File: config.mk
export PLATFORM = sky130hd
export DESIGN_NAME = reg_operand_fetch
export DESIGN_NICKNAME = d
export VERILOG_FILES = /design/src/rtl/reg_operand_fetch.sv
export SDC_FILE = /design/constraint.sdc
export NUM_CORES = 1
export LEC_CHECK = 0
export BUFFER_PORTS_ARGS = -buffer_cell sky130_fd_sc_hd__buf_2
export CAP_MARGIN = 20
export CORE_MARGIN = 2
export CORE_UTILIZATION = 45
export DETAILED_ROUTE_END_ITERATION = 16
export GPL_ROUTABILITY_DRIVEN = 0
export PLACE_DENSITY = 0.84
export SYNTH_ARGS = -nofsm -noshare
export SYNTH_HDL_FRONTEND = slang
export SYNTH_SLANG_ARGS = --single-unit
export TNS_END_PERCENT = 50
File: constraint.sdc
create_clock -name clk -period 4.15 [get_ports clk]
set_clock_uncertainty 0.15 [all_clocks]
set_input_delay 0.415 -clock clk [delete_from_list [all_inputs] [get_ports clk]]
set_output_delay 0.415 -clock clk [all_outputs]
set_load 0.005 [all_outputs]
File: src/rtl/reg_operand_fetch.sv
// Operand fetch stage for the 8x16 register bank: busy scoreboard, hazard stall,
// same-cycle write forwarding and a valid/ready handoff to execute.
module reg_operand_fetch #(
    parameter int DATA_W = 16,
    parameter int NREG   = 8,
    parameter int CNT_W  = 16
) (
    input  logic                   clk,
    input  logic                   rst_n,
    input  logic                   req_valid,
    output logic                   req_ready,
    input  logic [2:0]             req_rs1,
    input  logic [2:0]             req_rs2,
    input  logic [2:0]             req_rd,
    input  logic                   req_wb,
    input  logic [NREG*DATA_W-1:0] reg_bus,
    input  logic                   wr_en,
    input  logic [2:0]             wr_rd,
    input  logic [DATA_W-1:0]      wr_data,
    output logic                   op_valid,
    input  logic                   op_ready,
    output logic [DATA_W-1:0]      op_a,
    output logic [DATA_W-1:0]      op_b,
    output logic [2:0]             op_rd,
    output logic                   op_wb,
    output logic [NREG-1:0]        busy,
    output logic [CNT_W-1:0]       stall_cnt
);

    typedef enum logic [1:0] {IDLE, STALL, VALID} state_t;

    state_t            state, next_state;
    logic [2:0]        lat_rs1, lat_rs2, lat_rd;
    logic              lat_wb;
    logic [2:0]        cur_rs1, cur_rs2, cur_rd;
    logic              cur_wb;
    logic              fwd1, fwd2, hazard, capture;
    logic [DATA_W-1:0] sel_a, sel_b;
    logic [NREG-1:0]   busy_nxt;

    // While stalled the request comes from the latched copy; otherwise straight from decode.
    always_comb begin
        // NOTE: every combinational output gets a default first so no latch is inferred.
        cur_rs1 = req_rs1;
        cur_rs2 = req_rs2;
        cur_rd  = req_rd;
        cur_wb  = req_wb;
        if (state == STALL) begin
            cur_rs1 = lat_rs1;
            cur_rs2 = lat_rs2;
            cur_rd  = lat_rd;
            cur_wb  = lat_wb;
        end
    end

    // A write landing this cycle both resolves the hazard and supplies the operand.
    assign fwd1    = wr_en && (wr_rd == cur_rs1);
    assign fwd2    = wr_en && (wr_rd == cur_rs2);
    assign hazard  = (busy[cur_rs1] && !fwd1) || (busy[cur_rs2] && !fwd2);
    assign sel_a   = fwd1 ? wr_data : reg_bus[DATA_W*int'(cur_rs1) +: DATA_W];
    assign sel_b   = fwd2 ? wr_data : reg_bus[DATA_W*int'(cur_rs2) +: DATA_W];
    assign capture = !hazard && ((state == IDLE && req_valid) || state == STALL);

    // Clear first, then set, so a capture to the register being written keeps it busy.
    always_comb begin
        busy_nxt = busy;
        if (wr_en)
            busy_nxt[wr_rd] = 1'b0;
        if (capture && cur_wb)
            busy_nxt[cur_rd] = 1'b1;
    end

    always_comb begin
        next_state = state;
        unique case (state)
            IDLE:    if (req_valid) next_state = hazard ? STALL : VALID;
            STALL:   if (!hazard)   next_state = VALID;
            VALID:   if (op_ready)  next_state = IDLE;
            default: next_state = IDLE;
        endcase
    end

    always_comb begin
        req_ready = rst_n && (state == IDLE);
        op_valid  = (state == VALID);
    end

    always_ff @(posedge clk) begin
        // NOTE: state is updated with non-blocking assignments so every flop samples pre-edge values.
        if (!rst_n) begin
            state     <= IDLE;
            busy      <= '0;
            stall_cnt <= '0;
            op_a      <= '0;
            op_b      <= '0;
            op_rd     <= '0;
            op_wb     <= 1'b0;
            lat_rs1   <= '0;
            lat_rs2   <= '0;
            lat_rd    <= '0;
            lat_wb    <= 1'b0;
        end else begin
            state <= next_state;
            busy  <= busy_nxt;
            if (state == STALL && stall_cnt != '1)
                stall_cnt <= stall_cnt + 1'b1;
            if (state == IDLE && req_valid) begin
                lat_rs1 <= req_rs1;
                lat_rs2 <= req_rs2;
                lat_rd  <= req_rd;
                lat_wb  <= req_wb;
            end
            if (capture) begin
                op_a  <= sel_a;
                op_b  <= sel_b;
                op_rd <= cur_rd;
                op_wb <= cur_wb;
            end
        end
    end

endmodule

## Word-level counts from Yosys, hierarchy flattened

Index checks and enable logic that the tools add are counted.

| storage, ports and cells | value |
|---|---|
| register bits | 72 |
| bits of input ports | 162 |
| word-level logic and storage cells | 70 |
| output and inout port bits | 62 |

| operators by class | value |
|---|---|
| shifts and indexed selects | 2 |
| bitwise logic cells | 3 |
| add/subtract/negate cells | 1 |
| equal/unequal tests | 8 |
| reductions and logical operators | 18 |
| $lt $le $gt $ge | 6 |
| muxes and demuxes | 21 |

Operators with widths:

| operator | number |
|---|---|
| $shiftx 128x8->16 | 2 |
| $mux 16 | 2 |
| $add 16x1->16 const B | 1 |
| $lt 3x4->1 const B | 4 |
| $mux 8 | 2 |
| $ne 16x16->1 const B | 1 |
| $logic_and 1x1->1 | 11 |
| $mux 3 | 3 |
| $and 8x8->8 | 1 |
| $mux 2 | 4 |
| $not 8->8 | 1 |
| $or 8x8->8 | 1 |
| $bmux 1 s3 | 2 |
| $demux 1 s3 | 2 |
| $eq 3x3->1 | 2 |
| $ge 3x1->1 const B | 2 |
| $pmux 2 s3 | 1 |
| $mux 1 | 5 |
| $ne 2x2->1 const B | 2 |
| $logic_not 1->1 | 3 |
| $reduce_and 3->1 | 1 |
| $eq 2x1->1 const B | 1 |
| $eq 2x2->1 const B | 1 |
| $logic_not 2->1 | 1 |
| other kinds (2) | 3 |

## Depth between registers and ports, before layout

Gate-level depths: netlist (run 1).

| logic depth | value |
|---|---|
| depth in word-level cells | 11 |
| mapped depth | 11 |
| mapped depth without buffers | 7 |

## Worst setup path after synthesis (run 1)

Ideal clock, no wire load.

| timing | value |
|---|---|
| kind | reg2reg |
| from | register state[1] |
| to | register op_b[10] |
| cell stages (with the launch flop) | 11 |
| data arrival time | 1.982 ns |
| setup slack | 1.896 ns |
| data required time | 3.878 ns |
| library setup time | 0.122 ns |
| clock period less this slack | 2.254 ns |
| cell sequence | dfxtp_1 > nand2b_4 > buf_12 > mux2i_4 > buf_8 > buf_8 > mux2i_1 > a22oi_1 > a21bo_2 > o211ai_1 > mux2i_1 |

| on the way | value |
|---|---|
| cells in the longest elaborated chain, start to end | 9 |
| elaborated cells on any way between the ends | 23 |
| classes of those cells | eq/ne (3); shift (1); mux (7); reduce/logical (12) |

RTL lines:

| what | line | text |
|---|---|---|
| from (decl) | 32 | `state_t state, next_state;` |
| from (signal assigned) | 103 | `state <= next_state;` |
| parallel branches: the longest is 9 deep, another holds $shiftx 128x8->16 | - |  |
| to (signal assigned) | 115 | `op_b <= sel_b;` |
| to (decl) | 23 | `output logic [DATA_W-1:0] op_b,` |

Parallel ways; which one is timed is not known. The select of a mux whose other input is x is not followed.
A chain may end at the register's enable or synchronous reset.

## Worst setup path after layout (run 1)

| timing | value |
|---|---|
| from | register state[1] |
| to | register op_b[1] |

The elaborated chain is that of the path after synthesis.

==> results of run 1 <==
## worst min-delay path: cells and delay by family
| kind | cells | cell delay (ns) |
|---|---|---|
| AO/OA/AOI/OAI | 1 | 0.06 |
| buffers and inverters | 1 | 0.11 |
| AND/OR/NAND/NOR | 1 | 0.05 |
## cell type report
cell class                      instances  share of cell area (%)
Inverter                                2                   0.102
Sequential cell                        72                    19.5
Antenna cell                            2                  0.0677
Tap cell                              176                    2.98
Clock buffer                           10                    3.10
Clock inverter                          6                   0.931
Timing Repair Buffer                  234                    16.2
Multi-Input combinational cell        530                    57.1
## routing by layer
layer  vias to the layer above  global-route usage [%]
li1                       2837                       -
met1                      2815                    34.8
met2                       267                    40.0
met3                        42                    6.61
met4                         0                    8.53
met5                         -                       0
## final timing paths
| path | to | cells after the start |
|---|---|---|
| hold / removal | lat_rd[0] | 3 |
| hold reg to reg | op_a[4] | 2 |
| setup reg to reg | op_b[1] | 8 |
| setup / recovery | op_b[1] | 8 |
## per-stage QoR
stage	power [mW]	worst slack [ns]
final	2.68	0.805
after floorplan	1.62	1.90
after CTS	2.68	0.808
after global routing	2.82	0.635
after global placement	1.90	0.902
after detailed placement	1.92	0.832
## cells by family after synthesis
kind of cell	synth area share [%]
buffers and inverters	6.64
adders and majority gates	0.206
muxes	31.0
DFF	23.8
and+or+nand+nor	13.4
AOI/OAI and AO/OA	22.3
xor gates and xnor gates	2.72
## registers in the layout, summed over array words and instances (netlist names)
name / count
op_a: 16
lat_rs2: 3
lat_rs1: 3
stall_cnt: 16
lat_rd: 3
lat_wb: 1
op_wb: 1
state: 2
busy: 8
op_b: 16
op_rd: 3
## placed cells by master, fill, tap and decap left out, types with 10 or more instances in the layout
cell type,n
xnor2_1,13
dfxtp_1,72
and2_1,18
buf_2,223
nand3_1,10
a21bo_2,32
nand2_1,81
o211ai_1,39
a21boi_0,10
a22oi_1,64
buf_4,11
mux2i_1,178
## report_power, final
part	total, mW	switching (mW)	internal [mW]	leakage (nW)
sequential	0.836	0.0582	0.778	0.587
combinational	1.08	0.573	0.510	2.99
clock	0.761	0.293	0.468	0.143
==> impl_metrics.csv, run 1 <==
group,metric,value,unit
clock_tree,cts_made_buffers,9,
detailed_routing,drc,0,
clock_tree,clkTransAtPathRegs,0.06,ns
worst_setup_path,end_kind,"flip-flop",
detailed_routing,met1_length,8470,µm
synthesis,yosysSeqAreaShare,23.8,%
die,initial_core_util,46.0,%
global_routing,grt_pass1_wl,29500,µm
detailed_routing,routed_wirelength,19500,µm
placement,place_hpwl,14900,µm
clock_tree,clk-insertion-delay-late,0.33,ns
die,die_h,120,µm
cells_and_area,regArea,1440,µm²
global_routing,grt_max_degree,81,
cells_and_area,instances_no_fill,1032,
worst_setup_path,cp-start-kind,"flip-flop",
die,coreArea,13200,µm²
worst_setup_path,timing.rr.start,"state[1]",
synthesis,synth_ff_type,"dfxtp_1",
placement,port_buffers,223,
worst_setup_path,cp.required,4.20,ns
detailed_routing,drtIter0Drc,552,
sta,finalCritPeriodShare,80.6,%
clock_tree,cts_post_setup_buffers_inserted,0,
synthesis,netlist-cell-type-count,48,
cells_and_area,post-route-util,56.0,%
sta,finalHoldViolCount,0,
clock_tree,clk_path_buf_depth,2,
synthesis,ys_top_cells_by_count,"mux2i_1 (178), nand2_1 (81), dfxtp_1 (72), a22oi_1 (64), o211ai_1 (39)",
cells_and_area,area_growth,21.9,%
clock_tree,h-tree-depth,3,
clock_tree,cts_root_buffer,"clkbuf_16",
detailed_routing,ant_nets,0,
placement,post-place-cells,1014,
sta,worstMarginPinSlew,1.06,ns
sta,tns,0,ns
detailed_routing,drt_pass1_iterations,4,
placement,placed_area,7090,µm²
sta,holdWs,0.203,ns
detailed_routing,routed.top_layer,"met4",
synthesis,yosys.area.top_type,"mux2i_1",
synthesis,syn_inst,653,
cells_and_area,drive_gt1_share,35.8,%
synthesis,netlist_area,6070,µm²
synthesis,yosysWarnings,0,
sta,final_max_slew_viol_count,0,
clock_tree,tritoncts,"done",
worst_hold_path,hold_path.class,"in2reg",
synthesis,synthArstFlopShare,0,%
detailed_routing,wl_per_cell,18.9,µm
worst_setup_path,crit_chain,"nand2b_4 -> mux2i_1 -> nor2_2 -> a22oi_2 -> nand3_2 -> nand3_2 -> buf_4 -> mux2i_1",
worst_setup_path,cp_num_buf_inv,1,
worst_hold_path,hp-start,"req_rd[0]",
clock_tree,ctsHoldBuffers,0,
run,drv_cap,0,
detailed_routing,viasPerCell,5.78,
worst_setup_path,crit_type,"reg2reg",
global_routing,grt_use_total,25.8,%
synthesis,synthTopCellsByArea,"mux2i_1 (29%), dfxtp_1 (24%), a22oi_1 (7.9%)",
die,num_io_pins,224,
cells_and_area,fin_area,7390,µm²
power,p_per_area,363,nW/µm²
global_routing,grt_overflow_total,0,
worst_setup_path,crit_slowest_cell,"nor2_2",
global_routing,antenna_found_initial,2,
sta,rsz0062_at_grt,"no",
die,dieWidth,120,µm
synthesis,synth_fp_nets,816,
cells_and_area,multi_input_area,4220,µm²
worst_setup_path,crit_arrival,3.40,ns
sta,fmax,0.299,GHz
worst_setup_path,crit_path_max_fanout,22,
clock_tree,postCtsResizedCells,0,
die,rows,42,
global_routing,grt_pass1_vias,5687,
worst_setup_path,rrSetupSlack,0.81,ns
detailed_routing,wl_met2,8920,µm
power,ir_drop,0.000226,V
synthesis,syn_avg_cell_area,9.29,µm²
detailed_routing,dr_total_vias,5961,
cells_and_area,fin_nets,1012,
clock_tree,cts_sinks,72,
worst_setup_path,critPathLaunch,"state[1]",
sta,finalSetupViolCount,0,
power,p_leak,3.72,nW
synthesis,yosysTopAreaCellShare,29.4,%
worst_setup_path,cp_top_family,"simple AND/OR/NAND/NOR gates",
cells_and_area,fillers,1212,
synthesis,synth_most_common_cell,"mux2i_1",
worst_setup_path,cpPeakStageDelay,0.70,ns
detailed_routing,wl_met3,1620,µm
outcome,status,"completed",
synthesis,synth_seq_cells,72,
sta,slew_headroom,29.1,%
sta,fin_crit,3.34,ns
synthesis,synth_edf_count,0,
die,die_area,14400,µm²
No activity file was read; power rests on OpenSTA's default activity.
==> run 2, diff against run 1 <==
==> constraint.sdc (replaced) <==
create_clock -name clk -period 3.4 [get_ports clk]
set_clock_uncertainty 0.15 [all_clocks]
set_input_delay 0.34 -clock clk [delete_from_list [all_inputs] [get_ports clk]]
set_output_delay 0.34 -clock clk [all_outputs]
set_load 0.005 [all_outputs]
==> impl_metrics.csv, run 2 (synthesis gave the netlist of run 1 again) <==
group,metric,value,unit
outcome,status,"completed",
worst_hold_path,hold_path.class,"in2reg",
die,die_area,14400,µm²
sta,tns,0,ns
die,coreArea,13200,µm²
worst_setup_path,crit_arrival,3.06,ns
clock_tree,postCtsResizedCells,0,
global_routing,grt_use_met1,36.6,%
detailed_routing,drc,0,
power,ir_drop,0.000249,V
global_routing,grt_pass1_wl,31600,µm
detailed_routing,wl_per_cell,19.9,µm
sta,slew_headroom,36.2,%
cells_and_area,instances_no_fill,1034,
detailed_routing,ant_nets,0,
sta,worstMarginPinSlew,0.956,ns
worst_setup_path,cp.required,3.51,ns
detailed_routing,drtIter0Drc,518,
clock_tree,tritoncts,"done",
placement,place_hpwl,15400,µm
clock_tree,clk_path_buf_depth,2,
cells_and_area,post-route-util,56.7,%
cells_and_area,area_growth,23.2,%
sta,fmax,0.339,GHz
cells_and_area,drive_gt1_share,36.2,%
worst_setup_path,crit_type,"reg2reg",
clock_tree,clkTransAtPathRegs,0.07,ns
placement,placed_area,7160,µm²
cells_and_area,fin_nets,1015,
cells_and_area,fin_area,7480,µm²
global_routing,grt_max_degree,69,
sta,final_max_slew_viol_count,0,
worst_setup_path,cp-start-kind,"flip-flop",
global_routing,grt_pass1_vias,5812,
die,num_io_pins,224,
clock_tree,cts_post_setup_buffers_inserted,0,
sta,finalHoldViolCount,0,
sta,rsz0062_at_grt,"no",
die,initial_core_util,46.0,%
power,p_leak,3.76,nW
power,p_per_area,450,nW/µm²
clock_tree,ctsHoldBuffers,0,
sta,holdWs,0.113,ns
worst_setup_path,crit_path_max_fanout,68,
global_routing,top_usage_layer,"met2",
global_routing,grtUsageMet2,42.0,%
clock_tree,cts_made_buffers,9,
detailed_routing,viasPerCell,5.85,
placement,post-place-cells,1017,
global_routing,antenna_found_initial,3,
cells_and_area,top_regs,"op_a (16), op_b (16), stall_cnt (16)",
worst_setup_path,end_kind,"flip-flop",
cells_and_area,final_common_cell,"buf_2",
clock_tree,cts_sinks,72,
placement,port_buffers,223,
detailed_routing,dr_total_vias,6047,
run,drv_cap,0,
cells_and_area,final_cell_mix,"buf_2 (223), mux2i_1 (178), nand2_1 (81), dfxtp_1 (72), a22oi_1 (64)",
sta,finalSetupViolCount,0,
global_routing,grt_use_met3,9.84,%
die,dieWidth,120,µm
clock_tree,cts_root_buffer,"clkbuf_16",
detailed_routing,drt_pass1_iterations,7,
clock_tree,clk-insertion-delay-late,0.34,ns
sta,finalCritPeriodShare,86.8,%
die,die_h,120,µm
global_routing,grt_overflow_total,0,
sta,fin_crit,2.95,ns
die,rows,42,
clock_tree,h-tree-depth,3,
global_routing,grt_use_total,28.0,%
detailed_routing,routed_wirelength,20600,µm
## run 2: cell types whose count changed in the layout (fill, tap and decap cells not counted)
cell / before / now
inv_8: 0 / 1
clkinvlp_4: 1 / 0
buf_12: 0 / 4
clkinv_4: 2 / 1
clkbuf_1: 1 / 0
clkbuf_8: 0 / 1
inv_6: 1 / 2
buf_4: 11 / 10
diode_2: 2 / 1
## run 2: routing by layer
metal / vias up / wire (µm)
li1: 2849 / -
met1: 2839 / 8770
met2: 299 / 9120
met3: 56 / 2080
met4: 4 / 618
met5: - / 30
## run 2: layout make-up
type                    count  area (µm²)
fillers                  1159        5710
multi-input cells         530        4220
flip-flops and latches     72        1440
repair buffers            237        1270
clock buffers              10         239
well taps                 176         220
clock inverters             6        72.6
inverters                   2        7.51
diodes                      1        2.50
## run 2: stage by stage
step	total power [mW]	setup slack [ns]
3_5_place_dp	2.36	0.498
5_1_grt	3.53	0.261
2_1_floorplan	1.98	1.15
6_report	3.36	0.447
3_3_place_gp	2.34	0.606
4_1_cts	3.37	0.416
## run 2: worst paths after layout
check,end,slack [ns],depth (start not counted),startpoint
hold reg to reg,op_a[1],0.31,2,op_a[1]
setup reg to reg,op_a[3],0.45,9,state[1]
setup / recovery,op_a[3],0.45,9,state[1]
hold / removal,lat_rd[0],0.11,3,req_rd[0]
## run 2: power by group
group          internal, mW  switching, mW
Sequential            0.949         0.0754
Clock                 0.599          0.411
Combinational         0.630          0.701
## run 2: critical path, cell delays in order, from the launching register on
cell	delay (ns)
dfxtp_1	0.41
nand2b_4	0.36
mux2i_4	0.34
buf_12	0.41
mux2i_1	0.19
a22oi_2	0.21
nand3_2	0.14
nand3_2	0.14
buf_12	0.26
mux2i_1	0.23
